**config.mk**
```make
export PLATFORM = sky130hd
export DESIGN_NAME = uart_frame_decoder
export DESIGN_NICKNAME = d
export VERILOG_FILES = /design/src/rtl/uart_frame_decoder.sv
export SDC_FILE = /design/constraint.sdc
export NUM_CORES = 1
export LEC_CHECK = 0
export ABC_CLOCK_PERIOD_IN_PS = 2670
export BUFFER_PORTS_ARGS = -buffer_cell sky130_fd_sc_hd__buf_2
export CAP_MARGIN = 0
export CORE_MARGIN = 5
export CORE_UTILIZATION = 53
export DETAILED_ROUTE_END_ITERATION = 8
export PLACE_DENSITY = 0.7
export SLEW_MARGIN = 40
export SYNTH_ARGS = -nofsm -noshare
export SYNTH_HDL_FRONTEND = slang
export SYNTH_SLANG_ARGS = --single-unit
```
**constraint.sdc**
```tcl
create_clock -name clk -period 2.67 [get_ports clk]
set_clock_uncertainty 0.15 [all_clocks]
set_input_delay 0.801 -clock clk [delete_from_list [all_inputs] [get_ports clk]]
set_output_delay 0.801 -clock clk [all_outputs]
set_load 0.1 [all_outputs]
```
**src/rtl/uart_frame_decoder.sv**
```systemverilog
// UART frame decoder: finds SYNC, LEN, PAYLOAD[LEN], CHK frames in a received
// byte stream. It checks the length and the XOR checksum, and it stores the
// payload so it can be read back at any address.
//
//   state   | meaning
//   --------+-----------------------------------------------------------
//   HUNT    | idle; waiting for SYNC_BYTE, other bytes dropped silently
//   LEN     | SYNC seen; next byte is the payload length
//   PAYLOAD | storing payload bytes and accumulating the checksum
//   CHECK   | all payload stored; next byte is compared with the checksum
//
// The checksum is seeded with the LEN byte. Every payload byte is XORed into it.
module uart_frame_decoder #(
  parameter logic [7:0] SYNC_BYTE    = 8'hA5,
  parameter int         MAX_LEN      = 16,
  parameter int         ADDR_W       = 4,
  parameter int         CLOCK_FREQ   = 12_000_000,
  parameter int         TIMEOUT_CLKS = CLOCK_FREQ / 1000
) (
  input  logic              clk,
  input  logic              rst,
  input  logic [7:0]        in_data,
  input  logic              in_valid,
  output logic              frame_valid,
  output logic [7:0]        frame_len,
  input  logic [ADDR_W-1:0] rd_addr,
  output logic [7:0]        rd_data,
  output logic              frame_error,
  output logic [1:0]        err_code,
  output logic              busy
);

  localparam int TMR_W = $clog2(TIMEOUT_CLKS + 1);
  // The buffer is indexed with the smallest width that covers MAX_LEN entries.
  localparam int IDX_W = (MAX_LEN > 1) ? $clog2(MAX_LEN) : 1;

  localparam logic [1:0] ERR_LEN = 2'd1;
  localparam logic [1:0] ERR_CHK = 2'd2;
  localparam logic [1:0] ERR_TMO = 2'd3;

  typedef enum logic [1:0] {
    S_HUNT    = 2'd0,
    S_LEN     = 2'd1,
    S_PAYLOAD = 2'd2,
    S_CHECK   = 2'd3
  } state_t;

  state_t           state_q, state_d;
  logic [7:0]       len_q, len_d;
  logic [7:0]       count_q, count_d;
  logic [7:0]       chk_q, chk_d;
  logic [TMR_W-1:0] tmr_q, tmr_d;
  logic             valid_d, error_d;
  logic [7:0]       frame_len_d;
  logic [1:0]       err_code_d;
  logic             timed_out;

  logic             wr_en;
  logic [IDX_W-1:0] wr_idx;
  logic [7:0]       wr_data;

  logic [7:0]       mem [2**IDX_W];

  // State register, frame bookkeeping and registered outputs
  always_ff @(posedge clk) begin
    if (rst) begin
      state_q     <= S_HUNT;
      len_q       <= '0;
      count_q     <= '0;
      chk_q       <= '0;
      tmr_q       <= '0;
      frame_valid <= 1'b0;
      frame_error <= 1'b0;
      frame_len   <= '0;
      err_code    <= '0;
      busy        <= 1'b0;
    end else begin
      state_q     <= state_d;
      len_q       <= len_d;
      count_q     <= count_d;
      chk_q       <= chk_d;
      tmr_q       <= tmr_d;
      frame_valid <= valid_d;
      frame_error <= error_d;
      frame_len   <= frame_len_d;
      err_code    <= err_code_d;
      busy        <= (state_d != S_HUNT);
    end
  end

  // Next-state logic, datapath updates, pulse generation and the inter-byte timeout
  always_comb begin
    state_d     = state_q;
    len_d       = len_q;
    count_d     = count_q;
    chk_d       = chk_q;
    valid_d     = 1'b0;
    error_d     = 1'b0;
    frame_len_d = frame_len;
    err_code_d  = err_code;
    wr_en       = 1'b0;
    wr_idx      = count_q[IDX_W-1:0];
    wr_data     = in_data;

    // A byte arriving in the expiry cycle wins over the timeout.
    timed_out = (state_q != S_HUNT) && !in_valid &&
                (tmr_q == TMR_W'(TIMEOUT_CLKS - 1));

    if ((state_q == S_HUNT) || in_valid || timed_out) begin
      tmr_d = '0;
    end else begin
      tmr_d = tmr_q + 1'b1;
    end

    unique case (state_q)
      S_HUNT: begin
        if (in_valid && (in_data == SYNC_BYTE)) begin
          state_d = S_LEN;
        end
      end

      S_LEN: begin
        if (in_valid) begin
          if ((in_data == 8'd0) || (in_data > 8'(MAX_LEN))) begin
            error_d    = 1'b1;
            err_code_d = ERR_LEN;
            state_d    = S_HUNT;
          end else begin
            len_d   = in_data;
            count_d = '0;
            chk_d   = in_data;
            state_d = S_PAYLOAD;
          end
        end
      end

      S_PAYLOAD: begin
        if (in_valid) begin
          wr_en   = 1'b1;
          chk_d   = chk_q ^ in_data;
          count_d = count_q + 8'd1;
          if (count_q == (len_q - 8'd1)) begin
            state_d = S_CHECK;
          end
        end
      end

      S_CHECK: begin
        if (in_valid) begin
          state_d = S_HUNT;
          if (in_data == chk_q) begin
            valid_d     = 1'b1;
            frame_len_d = len_q;
          end else begin
            error_d    = 1'b1;
            err_code_d = ERR_CHK;
          end
        end
      end

      default: state_d = S_HUNT;
    endcase

    if (timed_out) begin
      error_d    = 1'b1;
      err_code_d = ERR_TMO;
      state_d    = S_HUNT;
      wr_en      = 1'b0;
    end
  end

  // Payload buffer writes; contents deliberately survive reset
  always_ff @(posedge clk) begin
    if (wr_en) begin
      mem[wr_idx] <= wr_data;
    end
  end

  // Registered random-access readout; addresses past MAX_LEN read as zero
  always_ff @(posedge clk) begin
    if (rst) begin
      rd_data <= '0;
    end else if (int'(rd_addr) < MAX_LEN) begin
      rd_data <= mem[rd_addr[IDX_W-1:0]];
    end else begin
      rd_data <= '0;
    end
  end

endmodule
```
# ---- Word-level counts from Yosys, hierarchy flattened
# Memory sizes are Yosys's and may differ from the RTL's. A register that Yosys moved wholly into a read port is not among the register bits.
# Index checks and enable logic that the tools add are counted.
# W data, S select, Z words.
dict set report classes {
  mux 34
  shifts 0
  div 0
  n_addsub 3
  n_lt_le_gt_ge 1
  bitwise_logic 4
  mul 0
  reduce_logical 19
  eq_ne 14
}
# op count
set op_table {}
lappend op_table {{$mux W8} 6}
lappend op_table {{$pmux W8 S2} 2}
lappend op_table {{$mux W2} 12}
lappend op_table {{$eq A8 B8 Y1} 2}
lappend op_table {{$add A14 B1 Y14 const B} 1}
lappend op_table {{$eq A14 B14 Y1 const B} 1}
lappend op_table {{$ne A3 B3 Y1 const B} 4}
lappend op_table {{$mux W1} 11}
lappend op_table {{$add A8 B1 Y8 const B} 1}
lappend op_table {{$eq A8 B8 Y1 const B} 1}
lappend op_table {{$gt A8 B5 Y1 const B} 1}
lappend op_table {{$logic_not A8 Y1} 1}
lappend op_table {{$pmux W2 S4} 1}
lappend op_table {{$sub A8 B1 Y8 const B} 1}
lappend op_table {{$xor A8 B8 Y8} 1}
lappend op_table {{$ne A2 B2 Y1 const B} 3}
lappend op_table {{$reduce_and A3 Y1} 2}
lappend op_table {{$reduce_bool A2 Y1} 3}
lappend op_table {{$reduce_and A5 Y1} 1}
lappend op_table {{$eq A2 B2 Y1 const B} 2}
lappend op_table {{$pmux W2 S2} 1}
lappend op_table {{$reduce_and A4 Y1} 1}
lappend op_table {{$logic_and A1 B1 Y1} 3}
lappend op_table {{$logic_or A1 B1 Y1} 3}
lappend op_table {{8 further kinds} 10}
dict set report totals {
  mem_bits_rw 128
  memories 1
  out_inout_bits 21
  wordCells 86
  rom_bits 0
  latch_bits 0
  input_bits 15
  register_bits 53
}
# name depth word_bits rd rd_ports_with_merged_regs wr line
set mem_list {}
lappend mem_list {mem 16 8 1 1 1 62} ;# logic [7:0] mem [2**IDX_W];

# ---- Longest topological paths before layout
# Gate-level depths: netlist (run 1).
dict set report depth {
  word_depth 7
  depth_mapped 9
  mapped_depth_nobuf 7
}

# ---- Least setup slack after synthesis (run 1)
# No wires, ideal clock.
dict set report synth_timing {
  kind {input -> register}
  startpoint {input port in_valid}
  endpoint {memory mem[7][0], enable pin}
  path_slack_ns 0.123
  t_required_ns 2.188
  n_path_buf 3
  path_stages 7
  t_arrival_ns 2.065
  setup_ns 0.332
  cell_sequence {clkbuf_1 > and3b_1 > buf_2 > clkbuf_1 > nand2_1 > nor2_1 > and2_1}
}
dict set report synth_between {
  elab_chain_cells 6
  word_cells_on_any_way 8
  cone_classes {mux: 5; reduce/logical: 3}
}
# item line
set synth_rtl {}
lappend synth_rtl {{start: declaration} 23} ;# input logic in_valid,
lappend synth_rtl {{$logic_not A1 Y1} 106} ;# timed_out = (state_q != S_HUNT) && !in_valid &&
lappend synth_rtl {{$logic_and A1 B1 Y1 (2 in a row)} 106}
lappend synth_rtl {{$mux W1 *} 164} ;# if (timed_out) begin
lappend synth_rtl {{$mux W1 *} 174} ;# if (wr_en) begin
lappend synth_rtl {{$mux W1 (implied by the code) *} 175} ;# mem[wr_idx] <= wr_data;
lappend synth_rtl {{end: declaration} 62}
# Every way passes the cells marked *; elsewhere a longest branch is shown, timed or not.

# ---- Worst setup path in the final report (run 1)
dict set report layout_timing {
  startpoint {register tmr_q[5]}
  endpoint {register tmr_q[5]}
}
dict set report layout_between {
  elab_chain_cells 4
  word_cells_on_any_way 5
  cone_classes {add/sub: 1; eq/ne: 1; reduce/logical: 3}
}
# item line
set layout_rtl {}
lappend layout_rtl {{start: declaration} 52} ;# logic [TMR_W-1:0] tmr_q, tmr_d;
lappend layout_rtl {{start signal: assignment} 82} ;# tmr_q <= tmr_d;
lappend layout_rtl {{parallel branches: the longest is 4 deep, another holds $add A14 B1 Y14} --}
# Parallel ways; which one is timed is not known.
# A chain may end at the register's enable or synchronous reset.

==> results of run 1 <==
[worst min path at each step]
stage,startpoint,endpoint,depth (start not counted),slack [ns]
floorplan,tmr_q[0],tmr_q[0],1,0.27
global placement,tmr_q[0],tmr_q[0],1,0.28
detailed placement,tmr_q[0],tmr_q[0],1,0.29
CTS,tmr_q[0],tmr_q[0],1,0.30
global route,tmr_q[0],tmr_q[0],1,0.32
finish,tmr_q[0],tmr_q[0],1,0.30
[cells in the final DEF (no fill, tap or decap), drive strengths merged, types with 4 or more instances in the layout]
cell type and n:
inv 9, dfxtp 61, or2 5, and3 4
nor4 7, nand3 26, edfxtp 128, a211oi 4
nor3 6, xnor2 14, mux4 40, nand4 8
a31oi 5, clkinv 6, nor2b 10, buf 73
clkbuf 20, ha 6, xor2 20, nand2 47
a21oi 27, nor2 35, and2 19
[per-layer routing]
metal,vias to the layer above,part of all wire [%],GRT usage [%]
met5,-,0,0
met4,0,1.9,7.26
met3,20,5.3,4.76
met2,148,52,34.9
met1,2285,41,26.1
li1,2125,-,-
[state kept, by name, indices dropped and copies added, names as in the netlist]
name,cells
chk_q,8
mem,128
len_q,8
frame_valid,1
err_code,2
busy,1
frame_error,1
tmr_q,14
state_q,2
frame_len,8
count_q,8
rd_data,8
[cell families after synthesis]
family | share of synthesized area (%)
AO/OA/AOI/OAI | 3.78
buffers and inverters | 2.03
multiplexers | 11.7
AND/OR/NAND/NOR | 12.0
XOR/XNOR | 3.86
adder cells (fa/ha/maj) | 0.973
flip-flops | 65.7
[power groups by stage]
stage	Sequential (mW)	Combinational (mW)	Clock, mW
floorplan	3.27	0.120	0
global placement	3.20	0.287	0
detailed placement	3.20	0.294	0
CTS	3.13	0.294	2.57
global route	3.13	0.310	2.69
finish	3.13	0.291	2.52
[cell type report]
class	count	area (µm²)
Inverter	7	26.3
Multi-Input combinational cell	310	2490
Clock inverter	12	143
Fill cell	1081	5470
Sequential cell	189	5060
Clock buffer	20	447
Timing Repair Buffer	73	548
Tap cell	184	230
[critical path, cell delays in order, from the launching register on]
cell     delay [ns]
dfxtp_1        0.36
or4b_1         0.52
or4_4          0.53
nand2_1        0.35
nor2_1         0.10
[cell usage after synthesis (all sizes together)]
library cell | count | area [µm²]
nand3b | 1 | 7.51
edfxtp | 128 | 3840
buf | 13 | 70.1
nor3b | 3 | 22.5
or3 | 3 | 18.8
inv | 7 | 26.3
clkbuf | 16 | 60.1
o21ai | 3 | 15.0
nor3 | 6 | 30.0
nor4 | 7 | 43.8
dfxtp | 61 | 1220
nand2 | 47 | 176
and2 | 19 | 119
or4 | 1 | 11.3
o21bai | 2 | 15.0
nor2 | 35 | 139
xnor2 | 14 | 123
nand4b | 1 | 8.76
o211ai | 1 | 7.51
mux4 | 40 | 901
or4b | 1 | 10.0
a31oi | 5 | 31.3
nand2b | 3 | 18.8
and3 | 4 | 25.0
and3b | 2 | 17.5
or2 | 5 | 31.3
o211a | 1 | 10.0
o31ai | 3 | 22.5
xor2 | 20 | 175
nand3 | 26 | 130
nor2b | 10 | 62.6
nand4 | 8 | 56.3
a211oi | 4 | 35.0
a211o | 1 | 8.76
a21oi | 27 | 139
ha | 6 | 75.1
a21o | 1 | 7.51
==> metrics.yaml, run 1 <==
drt-vias-per-instance: 5.76
die_width_um: 131
p_seq_share_pct: 52.7
fin_nets: 619
ctsResizeCount: 0
ant_nets: 0
placed_area_mm2: 0.00836
required_ns: 2.82
insertion_delay_ns: 0.43
finalSetupTns_ns: 0
power.internal_mw: 4.72
grt_use_total_pct: 20.6
yosys_warnings: 0
net-switching-power_mw: 1.22
cts_buffers: 17
critPathCapture: "tmr_q[5]"
avgSynthCellArea_um2: 14.4
reg2reg_from: "tmr_q[5]"
rsz0062_at_grt: "false"
cts_setup_buffers: 0
swShare_pct: 20.5
grt_max_degree: 33
setup_slack_ns: 0.519
crit_path_start: "tmr_q[5]"
wire_per_inst_um: 20.3
peakVddDrop_mv: 0.432
drv_slew: 0
cts_tree: "done"
initial_utilization_pct: 53.5
yosysSeqAreaShare_pct: 65.7
io-pin-count: 36
powerDensity_mw_per_mm2: 663
synth_cells: 535
insertedDiodeCount: 0
synth_cell_types: 44
grt-ovfl-total: 0
h-tree-depth: 4
hold_slack_ns: 0.299
drt-total-wl_mm: 16.1
cts.sinks: 189
io_buffers: 35
gp_congestion: 0.850
dr.pass1.iters: 5
area_growth_pct: 16.0
drc: 0
die_area_mm2: 0.0171
r2r_end: "tmr_q[5]"
max_cap_viol_count: 0
via_count: 4578
grt_pass1_vias: 4614
drive_above_1_share_pct: 24.5
power.total_mw: 5.94
combPwrFrac_pct: 4.9
relSlewSlack_pct: 57.8
regToRegSetupSlack_ns: 0.52
timing.fmax_mhz: 465
tightest_slew_ns: 0.627
die_y_um: 131
coreArea_mm2: 0.0144
grt_antenna_before_repair: 0
cp.arrival_ns: 2.30
reg2reg_depth: 4
drt_iter0_markers: 420
dp_hpwl_mm: 10.7
setup_viol: 0
fin_crit_ns: 2.15
cts_buffer_depth: 2
hold_class: "reg2reg"
final_cells: 795
fin_area_mm2: 0.00895
grt_pass1_wl_mm: 25.7
p_leak_nw: 3.09
mappedNetlistArea_mm2: 0.00771
clk_pin_slew_ns: 0.07
pre_cts_ws_ns: 0.110
yosys_register_bits: 189
cp_max_fo: 13
cts-root-buf: "clkbuf_16"
final_util_pct: 62.1
startpoint_type: "flop"
status: "finished, final reports clean"
clock_power_share_pct: 42.4
critPathCaptureType: "flop"
syn-num-nets: 556
hold_buffers: 0
timing_hold_violations_final: 0
finalCritPeriodShare_pct: 80.6
rows: 44
critPathKind: "reg2reg"
dp.cells: 763
(Power assumes the default switching activity.)
==> run 2: changes to the inputs <==
- ABC_CLOCK_PERIOD_IN_PS: 2670 -> 2100
- clock period: 2.67 -> 2.1 ns (I/O delays scaled with it)
==> run 2 against run 1 <==
Compared with the run above: non-clock buffer count grew 27; global-route usage grew 0.15 points; sequential share of layout area shrank 1.6 points; power grew 28%; final cell count grew 3.4%; worst setup slack lost 0.46 ns; final area grew 2.9%; flip-flop and latch count is the same; core utilization grew 1.8 points; critical path type is now reg2out; largest cell class unchanged.
==> metrics.yaml, run 2 (synthesized netlist as in run 1, its figures left out) <==
final_cell_mix: "128 x edfxtp_1, 61 x dfxtp_1, 56 x buf_4, 47 x nand2_1, 40 x mux4_2"  # was 128 x edfxtp_1, 61 x dfxtp_1, 47 x nand2_1, 40 x mux4_2, 35 x buf_2
crit_path_start: "rd_data[5]"  # was tmr_q[5]
io_buffers: 35  # unchanged
cts.sinks: 189  # unchanged
register_area_mm2: 0.00506  # unchanged
cts_buffer_depth: 2  # unchanged
p_leak_nw: 3.23  # was 3.09 nW
grt_pass1_wl_mm: 26.2  # was 25.7 mm
regToRegSetupSlack_ns: 0.08  # was 0.52 ns
die_area_mm2: 0.0171  # unchanged
required_ns: 1.32  # was 2.82 ns
dr.pass1.iters: 4  # was 5
final_cells: 822  # was 795
setup_slack_ns: 0.0633  # was 0.519 ns
dp_hpwl_mm: 11.2  # was 10.7 mm
path_delay_family: "buffers and inverters"  # was simple AND/OR/NAND/NOR gates
drt-total-wl_mm: 16.4  # was 16.1 mm
dp.cells: 790  # was 763
coreArea_mm2: 0.0144  # unchanged
cts-root-buf: "clkbuf_16"  # unchanged
grt_max_degree: 22  # was 33
drt-vias-per-instance: 5.69  # was 5.76
cts_tree: "done"  # unchanged
drv_slew: 0  # unchanged
hold_class: "reg2reg"  # unchanged
gp_congestion: 0.809  # was 0.850
relSlewSlack_pct: 67.3  # was 57.8%
rows: 44  # unchanged
fin_crit_ns: 2.04
pre_cts_ws_ns: -0.281  # was 0.110 ns
critPathCapture: "rd_data[5]"  # was tmr_q[5]
rsz0062_at_grt: "false"  # unchanged
grt_use_total_pct: 20.7  # was 20.6%
placed_area_mm2: 0.00861  # was 0.00836 mm²
die_width_um: 131  # unchanged
crit_path_max_incr_delay_ns: 0.45  # was 0.53 ns
fin_nets: 646  # was 619
crit_buf_inv: 1  # was 0
cts_setup_buffers: 0  # unchanged
initial_utilization_pct: 53.5  # unchanged
setup_viol: 0  # unchanged
finalCritPeriodShare_pct: 97.0
clk_pin_slew_ns: 0.07  # about the same
cpMaxStageDelayCell: "buf_2"  # was or4_4
drive_above_1_share_pct: 29.3  # was 24.5%
startpoint_type: "flop"  # unchanged
drc: 0  # unchanged
h-tree-depth: 4  # unchanged
wire_per_inst_um: 20.0  # was 20.3 µm
path_depth: 1  # was 4
reg.largest.list: "mem: 128 flops, tmr_q: 14 flops"  # unchanged
max_cap_viol_count: 0  # unchanged
fin_area_mm2: 0.00921  # was 0.00895 mm²
cp_max_fo: 1  # was 13
via_count: 4676  # was 4,578
tightest_slew_ns: 0.494  # was 0.627 ns
drt_iter0_markers: 320  # was 420
peakVddDrop_mv: 0.517  # was 0.432 mV
ctsResizeCount: 0  # unchanged
reg2reg_depth: 5  # was 4
area_growth_pct: 19.4  # was 16.0%
grt_pass1_vias: 4862  # was 4,614
layout_commonest_cell: "edfxtp_1"  # unchanged
timing_hold_violations_final: 0  # unchanged
r2r_end: "err_code[1]"  # was tmr_q[5]
largest_reg_flops: 128  # unchanged
cp.arrival_ns: 1.26  # was 2.30 ns
die_y_um: 131  # unchanged
crit_chain: "buf_2"  # was or4b_1 > or4_4 > nand2_1 > nor2_1
critPathCaptureType: "primary output"  # was flop
reg2reg_from: "tmr_q[8]"  # was tmr_q[5]
timing.fmax_mhz: 491
grt_antenna_before_repair: 0  # unchanged
hold_buffers: 0  # unchanged
ant_nets: 0  # unchanged
grt-ovfl-total: 0  # unchanged
critPathKind: "reg2out"  # was reg2reg
insertedDiodeCount: 0  # unchanged
powerDensity_mw_per_mm2: 824  # was 663 mW/mm²
finalSetupTns_ns: 0  # unchanged
status: "finished, final reports clean"  # unchanged
top_register: "mem"  # unchanged
multi_input_area_mm2: 0.00252  # was 0.00249 mm²
fillers: 1039  # was 1,081
insertion_delay_ns: 0.42  # was 0.43 ns
io-pin-count: 36  # unchanged
cts_buffers: 17  # unchanged
==> run 2: cell types whose count changed in the layout (fill, tap and decap cells not counted), moves of 2 or more <==
cell,previous run,this run
buf_4,31,56
and2_1,19,15
and2_4,0,4
clkinv_1,2,0
clkinvlp_4,1,3
clkinv_4,0,2
buf_12,7,9
==> run 2: routing by layer <==
metal	wire (µm)	up-vias	track usage, %
met5	0	-	0
met4	293	0	7.02
met3	778	25	3.94
met2	8560	142	35.7
met1	6790	2326	26.5
li1	-	2183	-
==> run 2: stage by stage <==
step / hold WS (ns) / total power, mW / util [%]
floorplan: 0.268 / 4.32 / -
global placement: 0.283 / 4.45 / 59.7
detailed placement: 0.296 / 4.45 / 59.7
CTS: 0.307 / 7.64 / 63.8
global route: 0.328 / 7.83 / 63.9
finish: 0.303 / 7.59 / 63.9
==> run 2: worst min path at each step <==
stage / from / endpoint / slack [ns] / depth (start not counted)
floorplan: tmr_q[0] / tmr_q[0] / 0.27 / 1
global placement: tmr_q[0] / tmr_q[0] / 0.28 / 1
detailed placement: frame_len[3] / frame_len[3] / 0.30 / 2
CTS: frame_len[5] / frame_len[5] / 0.31 / 2
global route: frame_len[5] / frame_len[5] / 0.33 / 2
finish: tmr_q[0] / tmr_q[0] / 0.30 / 1
==> run 2: where the power goes <==
group	internal [mW]	switching [mW]	leakage [nW]	total, mW
combinational	0.148	0.244	1.31	0.393
sequential	3.98	0.00513	1.64	3.98
clock	1.87	1.35	0.283	3.22
total	6.00	1.60	3.23	7.59
==> run 2: cell type report <==
type,instances,share of cell area [%]
Multi-Input combinational cell,310,27.3
Clock buffer,18,4.66
Timing Repair Buffer,100,8.42
Inverter,7,0.285
Sequential cell,189,55.0
Tap cell,184,2.50
Clock inverter,14,1.82
==> run 3: changes to the inputs <==
- REMOVE_ABC_BUFFERS: unset -> 1
==> run 3 against run 2 <==
Compared with the run above: sequential share of layout area fell by 0.53 points; count of clock-buffer cells in the layout rose by 1; combinational power barely moved; final cell count fell by 0.24%; via count did not move; power fell by 1.2%; critical path type is now reg2reg; largest power group unchanged; highest routed layer unchanged.
==> metrics.yaml, run 3 (synthesized netlist as in run 1, its figures left out) <==
drive_above_1_share_pct: 28.3  # was 29.3%
initial_utilization_pct: 53.5  # unchanged
power.total_mw: 7.50  # was 7.59 mW
startpoint_type: "flop"  # unchanged
io_buffers: 35  # unchanged
largest_reg_flops: 128  # unchanged
h-tree-depth: 4  # unchanged
hold_buffers: 0  # unchanged
net-switching-power_mw: 1.66  # was 1.60 mW
max_cap_viol_count: 0  # unchanged
dp.cells: 788  # was 790
fin_crit_ns: 2.01  # was 2.04 ns
grt_pass1_vias: 4843  # was 4,862
timing.fmax_mhz: 497  # was 491 MHz
grt_use_total_pct: 21.3  # was 20.7%
dp_hpwl_mm: 11.2  # about the same
rows: 44  # unchanged
grt_antenna_before_repair: 0  # unchanged
crit_path_max_incr_delay_ns: 0.52  # was 0.45 ns
die_area_mm2: 0.0171  # unchanged
cts_buffer_depth: 2  # unchanged
required_ns: 2.31  # was 1.32 ns
drv_slew: 0  # unchanged
final_cell_mix: "128 x edfxtp_1, 61 x dfxtp_1, 47 x nand2_1, 43 x buf_4, 40 x mux4_2"  # was 128 x edfxtp_1, 61 x dfxtp_1, 56 x buf_4, 47 x nand2_1, 40 x mux4_2
cts_setup_buffers: 0  # unchanged
finalCritPeriodShare_pct: 95.9  # was 97.0%
cp_max_fo: 4  # was 1
wire_per_inst_um: 20.5  # was 20.0 µm
die_width_um: 131  # unchanged
pre_cts_ws_ns: -0.327  # was -0.281 ns
drt-total-wl_mm: 16.8  # was 16.4 mm
tightest_slew_ns: 0.588  # was 0.494 ns
setup_slack_ns: 0.0863  # was 0.0633 ns
relSlewSlack_pct: 60.4  # was 67.3%
dr.pass1.iters: 5  # was 4
fin_nets: 644  # was 646
combPwrFrac_pct: 5.2  # about the same
insertedDiodeCount: 0  # unchanged
insertion_delay_ns: 0.43  # was 0.42 ns
ctsResizeCount: 0  # unchanged
grt_pass1_wl_mm: 26.3  # was 26.2 mm
clk_pin_slew_ns: 0.07  # about the same
io-pin-count: 36  # unchanged
cts.sinks: 189  # unchanged
cp.arrival_ns: 2.22  # was 1.26 ns
cts_tree: "done"  # unchanged
final_cells: 820  # was 822
hold_class: "reg2reg"  # unchanged
setup_viol: 0  # unchanged
swShare_pct: 22.1  # was 21.0%
coreArea_mm2: 0.0144  # unchanged
power.internal_mw: 5.85  # was 6.00 mW
final_util_pct: 64.5  # was 63.9%
cts_buffers: 17  # unchanged
grt-ovfl-total: 0  # unchanged
via_count: 4676  # unchanged
timing_hold_violations_final: 0  # unchanged
critPathKind: "reg2reg"  # was reg2out
peakVddDrop_mv: 0.588  # was 0.517 mV
drc: 0  # unchanged
critPathCaptureType: "flop"  # was primary output
ant_nets: 0  # unchanged
drt_iter0_markers: 416  # was 320
hold_slack_ns: 0.303  # about the same
layout_commonest_cell: "edfxtp_1"  # unchanged
placed_area_mm2: 0.00871  # was 0.00861 mm²
cpMaxStageDelayCell: "or4b_1"  # was buf_2
reg.largest.list: "mem: 128 flops, tmr_q: 14 flops"  # unchanged
fin_area_mm2: 0.00930  # was 0.00921 mm²
crit_chain: "or4b_1 > or4_4 > nor2_4 > a211oi_1 > a211oi_2"  # was buf_2
top_register: "mem"  # unchanged
drt-vias-per-instance: 5.70  # was 5.69
finalSetupTns_ns: 0  # unchanged
grt_max_degree: 22  # unchanged
powerDensity_mw_per_mm2: 807  # was 824 mW/mm²
cts-root-buf: "clkbuf_16"  # unchanged
rsz0062_at_grt: "false"  # unchanged
area_growth_pct: 20.5  # was 19.4%
clock_power_share_pct: 41.7  # was 42.4%
p_leak_nw: 3.26  # was 3.23 nW
p_seq_share_pct: 53.1  # was 52.4%
gp_congestion: 0.857  # was 0.809
regToRegSetupSlack_ns: 0.09  # was 0.08 ns
status: "finished, final reports clean"  # unchanged
die_y_um: 131  # unchanged
-- run 3: power groups by stage --
stage,Clock [mW],Combinational (mW),Sequential (mW)
detailed placement,0,0.391,4.06
finish,3.13,0.390,3.98
CTS,3.20,0.395,3.98
global placement,0,0.382,4.06
global route,3.38,0.416,3.98
floorplan,0,0.108,4.15
-- run 3: routing by layer --
metal	global-route usage (%)	vias to the layer above	part of all wire, %	routed length (µm)
li1	-	2172	-	-
met1	25.7	2313	38	6450
met4	6.96	0	1.7	279
met2	37.6	166	53	8920
met3	5.16	25	6.7	1120
met5	0	-	0	0
-- run 3: area by class of cell --
class / instances / area (µm²)
tap: 184 / 230
timing repair buffer: 98 / 898
clock inverter: 13 / 128
fill: 1055 / 5120
sequential: 189 / 5060
clock buffer: 19 / 453
multi-input combinational: 310 / 2500
inverter: 7 / 26.3
-- run 3: worst max-delay path, delay by kind of cell (launching register included) --
kind | cells | cell delay [ns]
flip-flops | 1 | 0.34
AND/OR/NAND/NOR | 3 | 1.17
AO/OA/AOI/OAI | 2 | 0.27
-- run 3: path summary, 6_finish.rpt --
path / cells after the start / start / end
setup reg to reg: 5 / tmr_q[8] / err_code[1]
setup / recovery: 5 / tmr_q[8] / err_code[1]
hold reg to reg: 1 / tmr_q[0] / tmr_q[0]
hold / removal: 1 / tmr_q[0] / tmr_q[0]
